**config.mk**
```make
export PLATFORM = sky130hd
export DESIGN_NAME = mbist_march_ctrl
export DESIGN_NICKNAME = d
export VERILOG_FILES = /design/src/rtl/mbist_march_ctrl.sv
export SDC_FILE = /design/constraint.sdc
export NUM_CORES = 1
export LEC_CHECK = 0
export BUFFER_PORTS_ARGS = -buffer_cell sky130_fd_sc_hd__buf_2
export CAP_MARGIN = 20
export CORE_MARGIN = 2
export CORE_UTILIZATION = 56
export CTS_CLUSTER_DIAMETER = 150
export DETAILED_ROUTE_END_ITERATION = 12
export PLACE_DENSITY = 0.78
export REMOVE_ABC_BUFFERS = 1
export SLEW_MARGIN = 20
export SYNTH_ARGS = -nofsm -noshare
export SYNTH_HDL_FRONTEND = slang
export SYNTH_SLANG_ARGS = --single-unit
```
**constraint.sdc**
```tcl
create_clock -name clk -period 2.6 [get_ports clk]
set_input_delay 0.13 -clock clk [delete_from_list [all_inputs] [get_ports clk]]
set_output_delay 0.13 -clock clk [all_outputs]
set_load 0.01 [all_outputs]
```
**src/rtl/mbist_march_ctrl.sv**
```systemverilog
// March C- BIST controller for a two-bank, byte-wide memory with a registered read port.
// Walks six march elements, compares each read one cycle later and reports/counts mismatches.
module mbist_march_ctrl #(
  parameter int N_ROWS = 1024,
  parameter int N_COLW = 128,
  parameter int CNT_W  = 16
) (
  input  logic             clk,
  input  logic             rst_n,
  input  logic             start,
  output logic             busy,
  output logic             done,
  output logic             pass,
  output logic             ce,
  output logic             we,
  output logic [9:0]       row_addr,
  output logic [9:0]       col_addr,
  output logic [1:0]       bank_addr,
  output logic [7:0]       data_gen,
  input  logic [7:0]       data_o,
  output logic             fault_valid,
  output logic [9:0]       fault_row,
  output logic [9:0]       fault_col,
  output logic [1:0]       fault_bank,
  output logic [7:0]       fault_syn,
  output logic [CNT_W-1:0] fault_cnt
);

  localparam int RW = (N_ROWS > 1) ? $clog2(N_ROWS) : 1;
  localparam int WW = (N_COLW > 1) ? $clog2(N_COLW) : 1;
  localparam logic [RW-1:0] ROW_LAST  = RW'(N_ROWS - 1);
  localparam logic [WW-1:0] WORD_LAST = WW'(N_COLW - 1);

  typedef enum logic [1:0] {S_IDLE, S_RUN, S_FLUSH, S_DONE} state_t;

  state_t           state_q, state_d;
  logic [2:0]       elem_q, elem_d;
  logic             phase_q, phase_d;
  logic             bank_q, bank_d;
  logic [RW-1:0]    row_q, row_d;
  logic [WW-1:0]    word_q, word_d;
  logic [CNT_W-1:0] cnt_q, cnt_d;
  logic             pass_q, pass_d;
  logic             rd_vld_q;
  logic [9:0]       flt_row_q, flt_col_q;
  logic [1:0]       flt_bank_q;
  logic [7:0]       flt_syn_q;
  logic [7:0]       exp_q;
  logic [9:0]       dly_row_q, dly_col_q;
  logic [1:0]       dly_bank_q;

  logic       run, two_op, down, at_last, next_down;
  logic       is_rd, is_wr, mismatch;
  logic [7:0] exp_val, wr_val, syn;
  logic [2:0] elem_nx;

  always_comb begin
    run       = (state_q == S_RUN);
    two_op    = (elem_q >= 3'd1) && (elem_q <= 3'd4);
    down      = (elem_q == 3'd3) || (elem_q == 3'd4);
    elem_nx   = elem_q + 3'd1;
    next_down = (elem_nx == 3'd3) || (elem_nx == 3'd4);
    at_last   = down ? (!bank_q && row_q == '0 && word_q == '0)
                     : (bank_q && row_q == ROW_LAST && word_q == WORD_LAST);
    is_rd     = run && (elem_q != 3'd0) && !phase_q;
    is_wr     = run && ((elem_q == 3'd0) || phase_q);
    exp_val   = ((elem_q == 3'd2) || (elem_q == 3'd4)) ? 8'hFF : 8'h00;
    wr_val    = ((elem_q == 3'd1) || (elem_q == 3'd3)) ? 8'hFF : 8'h00;
    syn       = data_o ^ exp_q;
    mismatch  = rd_vld_q && (syn != 8'h00);

    state_d = state_q;
    elem_d  = elem_q;
    phase_d = phase_q;
    bank_d  = bank_q;
    row_d   = row_q;
    word_d  = word_q;
    pass_d  = pass_q;
    cnt_d   = cnt_q;
    if (mismatch && cnt_q != '1) cnt_d = cnt_q + 1'b1;

    case (state_q)
      S_IDLE: begin
        if (start) begin
          state_d = S_RUN;
          elem_d  = 3'd0;
          phase_d = 1'b0;
          bank_d  = 1'b0;
          row_d   = '0;
          word_d  = '0;
          cnt_d   = '0;
          pass_d  = 1'b0;
        end
      end
      S_RUN: begin
        if (two_op && !phase_q) begin
          phase_d = 1'b1;
        end else begin
          phase_d = 1'b0;
          if (at_last) begin
            if (elem_q == 3'd5) begin
              state_d = S_FLUSH;
            end else begin
              // Each element restarts at its own first address in its own direction.
              elem_d = elem_nx;
              bank_d = next_down;
              row_d  = next_down ? ROW_LAST : '0;
              word_d = next_down ? WORD_LAST : '0;
            end
          end else if (!down) begin
            if (word_q == WORD_LAST) begin
              word_d = '0;
              if (row_q == ROW_LAST) begin
                row_d  = '0;
                bank_d = ~bank_q;
              end else begin
                row_d = row_q + 1'b1;
              end
            end else begin
              word_d = word_q + 1'b1;
            end
          end else begin
            if (word_q == '0) begin
              word_d = WORD_LAST;
              if (row_q == '0) begin
                row_d  = ROW_LAST;
                bank_d = ~bank_q;
              end else begin
                row_d = row_q - 1'b1;
              end
            end else begin
              word_d = word_q - 1'b1;
            end
          end
        end
      end
      S_FLUSH: begin
        state_d = S_DONE;
        pass_d  = (cnt_d == '0);
      end
      default: state_d = S_IDLE;
    endcase
  end

  always_ff @(posedge clk or negedge rst_n) begin
    if (!rst_n) begin
      state_q    <= S_IDLE;
      elem_q     <= '0;
      phase_q    <= 1'b0;
      bank_q     <= 1'b0;
      row_q      <= '0;
      word_q     <= '0;
      cnt_q      <= '0;
      pass_q     <= 1'b0;
      rd_vld_q   <= 1'b0;
      flt_row_q  <= '0;
      flt_col_q  <= '0;
      flt_bank_q <= '0;
      flt_syn_q  <= '0;
    end else begin
      state_q  <= state_d;
      elem_q   <= elem_d;
      phase_q  <= phase_d;
      bank_q   <= bank_d;
      row_q    <= row_d;
      word_q   <= word_d;
      cnt_q    <= cnt_d;
      pass_q   <= pass_d;
      rd_vld_q <= is_rd;
      if (mismatch) begin
        flt_row_q  <= dly_row_q;
        flt_col_q  <= dly_col_q;
        flt_bank_q <= dly_bank_q;
        flt_syn_q  <= syn;
      end
    end
  end

  // Compare stage: read address and expected background, aligned with data_o.
  always_ff @(posedge clk) begin
    exp_q      <= exp_val;
    dly_row_q  <= row_addr;
    dly_col_q  <= col_addr;
    dly_bank_q <= bank_addr;
  end

  assign busy        = run || (state_q == S_FLUSH);
  assign done        = (state_q == S_DONE);
  assign pass        = pass_q;
  assign ce          = run;
  assign we          = is_wr;
  assign row_addr    = run ? 10'(row_q) : 10'd0;
  assign col_addr    = run ? 10'({word_q, 3'b000}) : 10'd0;
  assign bank_addr   = run ? (bank_q ? 2'b10 : 2'b01) : 2'b00;
  assign data_gen    = is_wr ? wr_val : 8'h00;
  assign fault_valid = mismatch;
  assign fault_row   = mismatch ? dly_row_q  : flt_row_q;
  assign fault_col   = mismatch ? dly_col_q  : flt_col_q;
  assign fault_bank  = mismatch ? dly_bank_q : flt_bank_q;
  assign fault_syn   = mismatch ? syn        : flt_syn_q;
  assign fault_cnt   = cnt_q;

endmodule

```
---- After elaboration in Yosys (flattened, before gate mapping) ----
Cells that the tools add are included.
storage, ports and cells
  register bits after elaboration ......... 102
operators by class
  $add $sub $neg .......................... 6
  order comparisons ....................... 2
  equal/unequal tests ..................... 23
  multiplexer cells ....................... 58
  bitwise gates (word level) .............. 2
  reduce and logical (&&, ||, !) cells .... 35
operators with widths
  cell                     count
  $mux W10                 14
  $mux W7                  8
  $mux W16                 3
  $mux W8                  4
  $pmux W10 S2             1
  $add A16 B1 Y16 const B  1
  $logic_not A16 Y1        1
  $ne A16 B16 Y1 const B   1
  $mux W2                  7
  $pmux W7 S2              1
  $mux W3                  4
  $logic_and A1 B1 Y1      11
  $mux W1                  11
  $add A10 B1 Y10 const B  1
  $eq A10 B10 Y1 const B   1
  $logic_not A10 Y1        1
  $sub A10 B1 Y10 const B  1
  $eq A3 B2 Y1 const B     3
  $eq A3 B3 Y1 const B     3
  $ne A4 B1 Y1 const B     2
  $ne A4 B2 Y1 const B     2
  $reduce_and A4 Y1        2
  $reduce_and A8 Y1        1
  $reduce_bool A8 Y1       1
  other kinds (27)         41

---- Depth between registers and ports, before layout ----
  word-level depth ........................ 8
  gate-level depth with buffers ........... 11
  gate-level depth less buffers ........... 10

---- Least setup slack after synthesis ----
Ideal clock, no wire load.
  kind .................................... reg2reg
  start point ............................. register elem_q[0]
  end point ............................... register row_q[9]
  library setup time ...................... 0.122 ns
  data arrival time ....................... 2.153 ns
  data required time ...................... 2.478 ns
  slack ................................... 0.325 ns
  cell stages (with the launch flop) ...... 11
  cells stage by stage .................... dfrtp_1 > inv_1 > ha_1 > mux2_2 > nand4b_1 > nor3_2 > a21oi_4 > o21ai_4 > nand2b_1 > buf_4 > a32o_1
on the way
  longest elaborated chain between the ends .. 8
  elaborated cells between the ends (all ways) .. 24
  those cells by class .................... add/sub (1); order compare (2); eq/ne (9); mux (7); reduce/logical (5)
RTL lines
  element                                              RTL line  source
  start: declaration                                   37        logic [2:0] elem_q, elem_d;
  start signal: assignment                             162       elem_q <= elem_d;
  $add A3 B1 Y3                                        61        elem_nx = elem_q + 3'd1;
  $eq A3 B2 Y1 / $eq A3 B3 Y1 (equally long branches)  62        next_down = (elem_nx == 3'd3) || (elem_nx == 3'd4);
  $logic_or A1 B1 Y1                                   62
  $mux W10                                             107       row_d = next_down ? ROW_LAST : '0;
  $mux W10                                             101       if (elem_q == 3'd5) begin
  $mux W10                                             100       if (at_last) begin
  $mux W10                                             96        if (two_op && !phase_q) begin
  $pmux W10 S2                                         82        case (state_q)
  end signal: assignment                               165       row_q <= row_d;
  end: declaration                                     40        logic [RW-1:0] row_q, row_d;
Parallel ways exist; a longest one is shown, timed or not. The select of a mux whose other input is x is not followed.
A chain may end at the register's enable or synchronous reset.

---- Final worst setup path ----
  start point ............................. register elem_q[0]
  end point ............................... register elem_q[0]
on the way
  longest elaborated chain between the ends .. 5
  elaborated cells between the ends (all ways) .. 18
  those cells by class .................... add/sub (1); order compare (2); eq/ne (6); mux (5); reduce/logical (4)
RTL lines
  element                                                  RTL line
  $add A3 B1 Y3 (tied with other cells)                    61
  $mux W3 (tied with other cells)                          101
  $mux W3 (tied with other cells)                          100
  $mux W3 (tied with other cells)                          96
  $pmux W3 S2 / $reduce_and A5 Y1 (equally long branches)  --
Parallel ways exist; a longest one is shown, timed or not. The select of a mux whose other input is x is not followed.

==> out/metrics.cfg <==
[outcome]
status=finished clean

[timing]
tightestPinTransition_ns=0.801
fmax_ghz=0.398
skew_ns=0.0124
post-route-min-period_ns=2.51
hold_violations=0
slew-limit-headroom_pct=46.6
setup-tns-final_ns=0
hold_slack_ns=0.105
fin_crit_sh_pct=96.6
setup_ws_ns=0.0872
maxSlewViolCount=0
setup_viol=0

[setup_path]
path_max_fanout=10
slowest_stage=dfrtp_2
reg2reg_slack_ns=0.09
critPathLaunchType=flip-flop
worstSetupEndpointType=flip-flop
reg2regPathDepth=9
crit_chain=inv_1 -> ha_1 -> mux2_2 -> nor4_4 -> a21o_1 -> buf_4 -> nand2_1 -> or3_1 -> o21ai_0
slowest_delay_ns=0.42
required_ns=2.88
crit_type=flip-flop to flip-flop
cp.arrival_ns=2.79

[place]
port_buffers=89
dpl_worst_slack_ns=-0.109
placed_cells=763
gp_congestion=0.911
hpwl_um=8750
dpl_cell_area_sq_um=5660

[pwr]
ir_worst_vdd_uv=364
power_mw=3.86
powerDensity_nw_per_um2=650
switching_share_pct=37.8
internal-power_mw=2.40
p_leak_nw=2.98
p_seq_share_pct=42.7
p_switching_mw=1.46
pwr-share-comb_pct=32.8
p_clk_share_pct=24.6

[detailed_routing]
first_pass_iters=4
routed_wl_um=12500
drc=0
vias=4532
drt_iter0_drc=301
wl_per_cell_um=15.9
routed_via_density=5.76
ant_nets=0

[synth]
synth_seq_cells=92
synth_area_leaders=dfrtp_1 (35%), nand2_1 (8.2%), dfxtp_1 (7.9%)
synth-seq-area-share_pct=43.3
async_flop_share_pct=78.3
synth-edff-count=0
syn_inst=579
synth_flop_cell=dfrtp_1
synth_cell_types=64
ys_warn_count=0
yosysTopAreaCell=dfrtp_1
syn_avg_cell_area_sq_um=8.77
synth_area_sq_um=5080
synth_top_area_share_pct=35.5

[floorplan]
die_h_um=99.2
num_rows=34
die_width_um=99.2
io_pins=93
dieArea_sq_um=9850
initial_core_util_pct=58.0
core_sq_um=8760

[cts]
insertion_delay_ns=0.37
cts_buffers=9
clock_sinks=92
cts_tree=yes
clockRootBuffer=clkbuf_8
clk_pin_slew_ns=0.10
htree_levels=3
clock_path_buffers=2

[finish]
fill_cells=731
area_delta_synth_final_pct=17.0
final_nets=701
layout_commonest_cell=nand2_1
design_area_sq_um=5950
finish.utilization_pct=67.8
n_antenna_cell=0
final_cell_mix=nand2_1 (110), buf_2 (89), dfrtp_1 (70), nor2_1 (43), o21ai_0 (35)
post_route_cells_drive_above_1_share_pct=24.3
layout.cells.non_filler=787

[grt]
grt_max_degree=39
grt.total_usage_pct=25.5
grt_pass1_wl_um=20400
overflow=0
grt_antenna_before_repair=0
grt_pass1_vias=4174

[run]
cap_violations=0

[hold_path]
whs_path_depth=3
hp-class=input pin to flip-flop

cells by family after synthesis:
| kind of cell | synth area share, % |
|---|---|
| muxes | 2.66 |
| DFF | 43.3 |
| other | 0.0738 |
| adders and majority gates | 3.94 |
| buffers and inverters | 5.42 |
| xor gates and xnor gates | 4.14 |
| and+or+nand+nor | 27.4 |
| AOI/OAI and AO/OA | 13.1 |
metal layers:
metal / part of all wire (%) / track usage (%) / routed length, um / vias to the layer above
met3: 6.3 / 5.20 / 783 / 19
met4: 1.7 / 7.17 / 213 / 0
met2: 49 / 41.2 / 6110 / 161
met5: 0 / 0 / 0 / -
li1: - / - / - / 2169
met1: 43 / 35.2 / 5400 / 2183
cell type report:
cell class,count,area [sq um],area share (%)
multi-input cells,433,2630,44.3
repair buffers,123,719,12.1
well taps,108,135,2.27
flip-flops and latches,92,2200,37.1
clock inverters,7,67.6,1.14
clock buffers,9,124,2.08
inverters,14,56.3,0.947
repair inverters,1,7.51,0.126
worst max-delay path, delay by kind of cell (launching register included):
| family | cells | cell delay, ns |
|---|---|---|
| adders and majority gates | 1 | 0.26 |
| buffers and inverters | 2 | 0.29 |
| DFF | 1 | 0.42 |
| muxes | 1 | 0.34 |
| AOI/OAI and AO/OA | 2 | 0.30 |
| and+or+nand+nor | 3 | 0.82 |
worst paths after layout:
path                                    start             to
worst max-delay path                elem_q[0]      elem_q[0]
worst min-delay path                data_o[6]   flt_syn_q[6]
max in group asynchronous               rst_n      elem_q[1]
min in group asynchronous               rst_n   fault_cnt[5]
worst min register to register  dly_bank_q[0]  flt_bank_q[0]
worst max register to register      elem_q[0]      elem_q[0]
cells in the mapped netlist (3+ instances only):
cell type	number
mux2_2	4
and4_1	4
a21oi_1	19
and2_1	26
or3_1	4
dfrtp_1	72
o31ai_1	3
mux2i_1	9
nor3_2	3
nor3_1	9
and3_1	8
a21o_1	4
o21ai_1	8
nor4_1	4
inv_1	14
a22o_1	6
o31a_1	3
o211ai_1	3
nand3_1	19
dfxtp_1	20
nor2_1	43
nand2_1	111
clkbuf_1	20
ha_1	16
buf_2	7
nand4_1	15
buf_4	13
o21ai_0	35
nor2b_1	8
xor2_1	8
xnor2_1	16
nand2b_1	4
flip-flops by register name (all words and copies together), names as in the netlist, 7 cells and up:
register / flops
dly_row_q: 10
flt_row_q: 10
fault_cnt: 16
flt_col_q: 10
row_q: 10
word_q: 7
flt_syn_q: 8
dly_col_q: 7
power groups by stage:
stage	logic (mW)	clock network (mW)	registers [mW]
final	1.27	0.948	1.65
after global routing	1.39	1.03	1.66
after CTS	1.25	0.974	1.65
after detailed placement	1.24	0	1.68
after global placement	1.20	0	1.67
after floorplan	0.731	0	1.66
repair_timing:
item                                   CTS  global route
buffers inserted                         1             5
endpoints found under the hold margin   34             0
gates resized for setup                  3             7
setup endpoints to repair               39            25
gates cloned                             1             0
pin swaps                                1             2
hold buffers                             1             0
No activity file was read; power rests on OpenSTA's default activity.
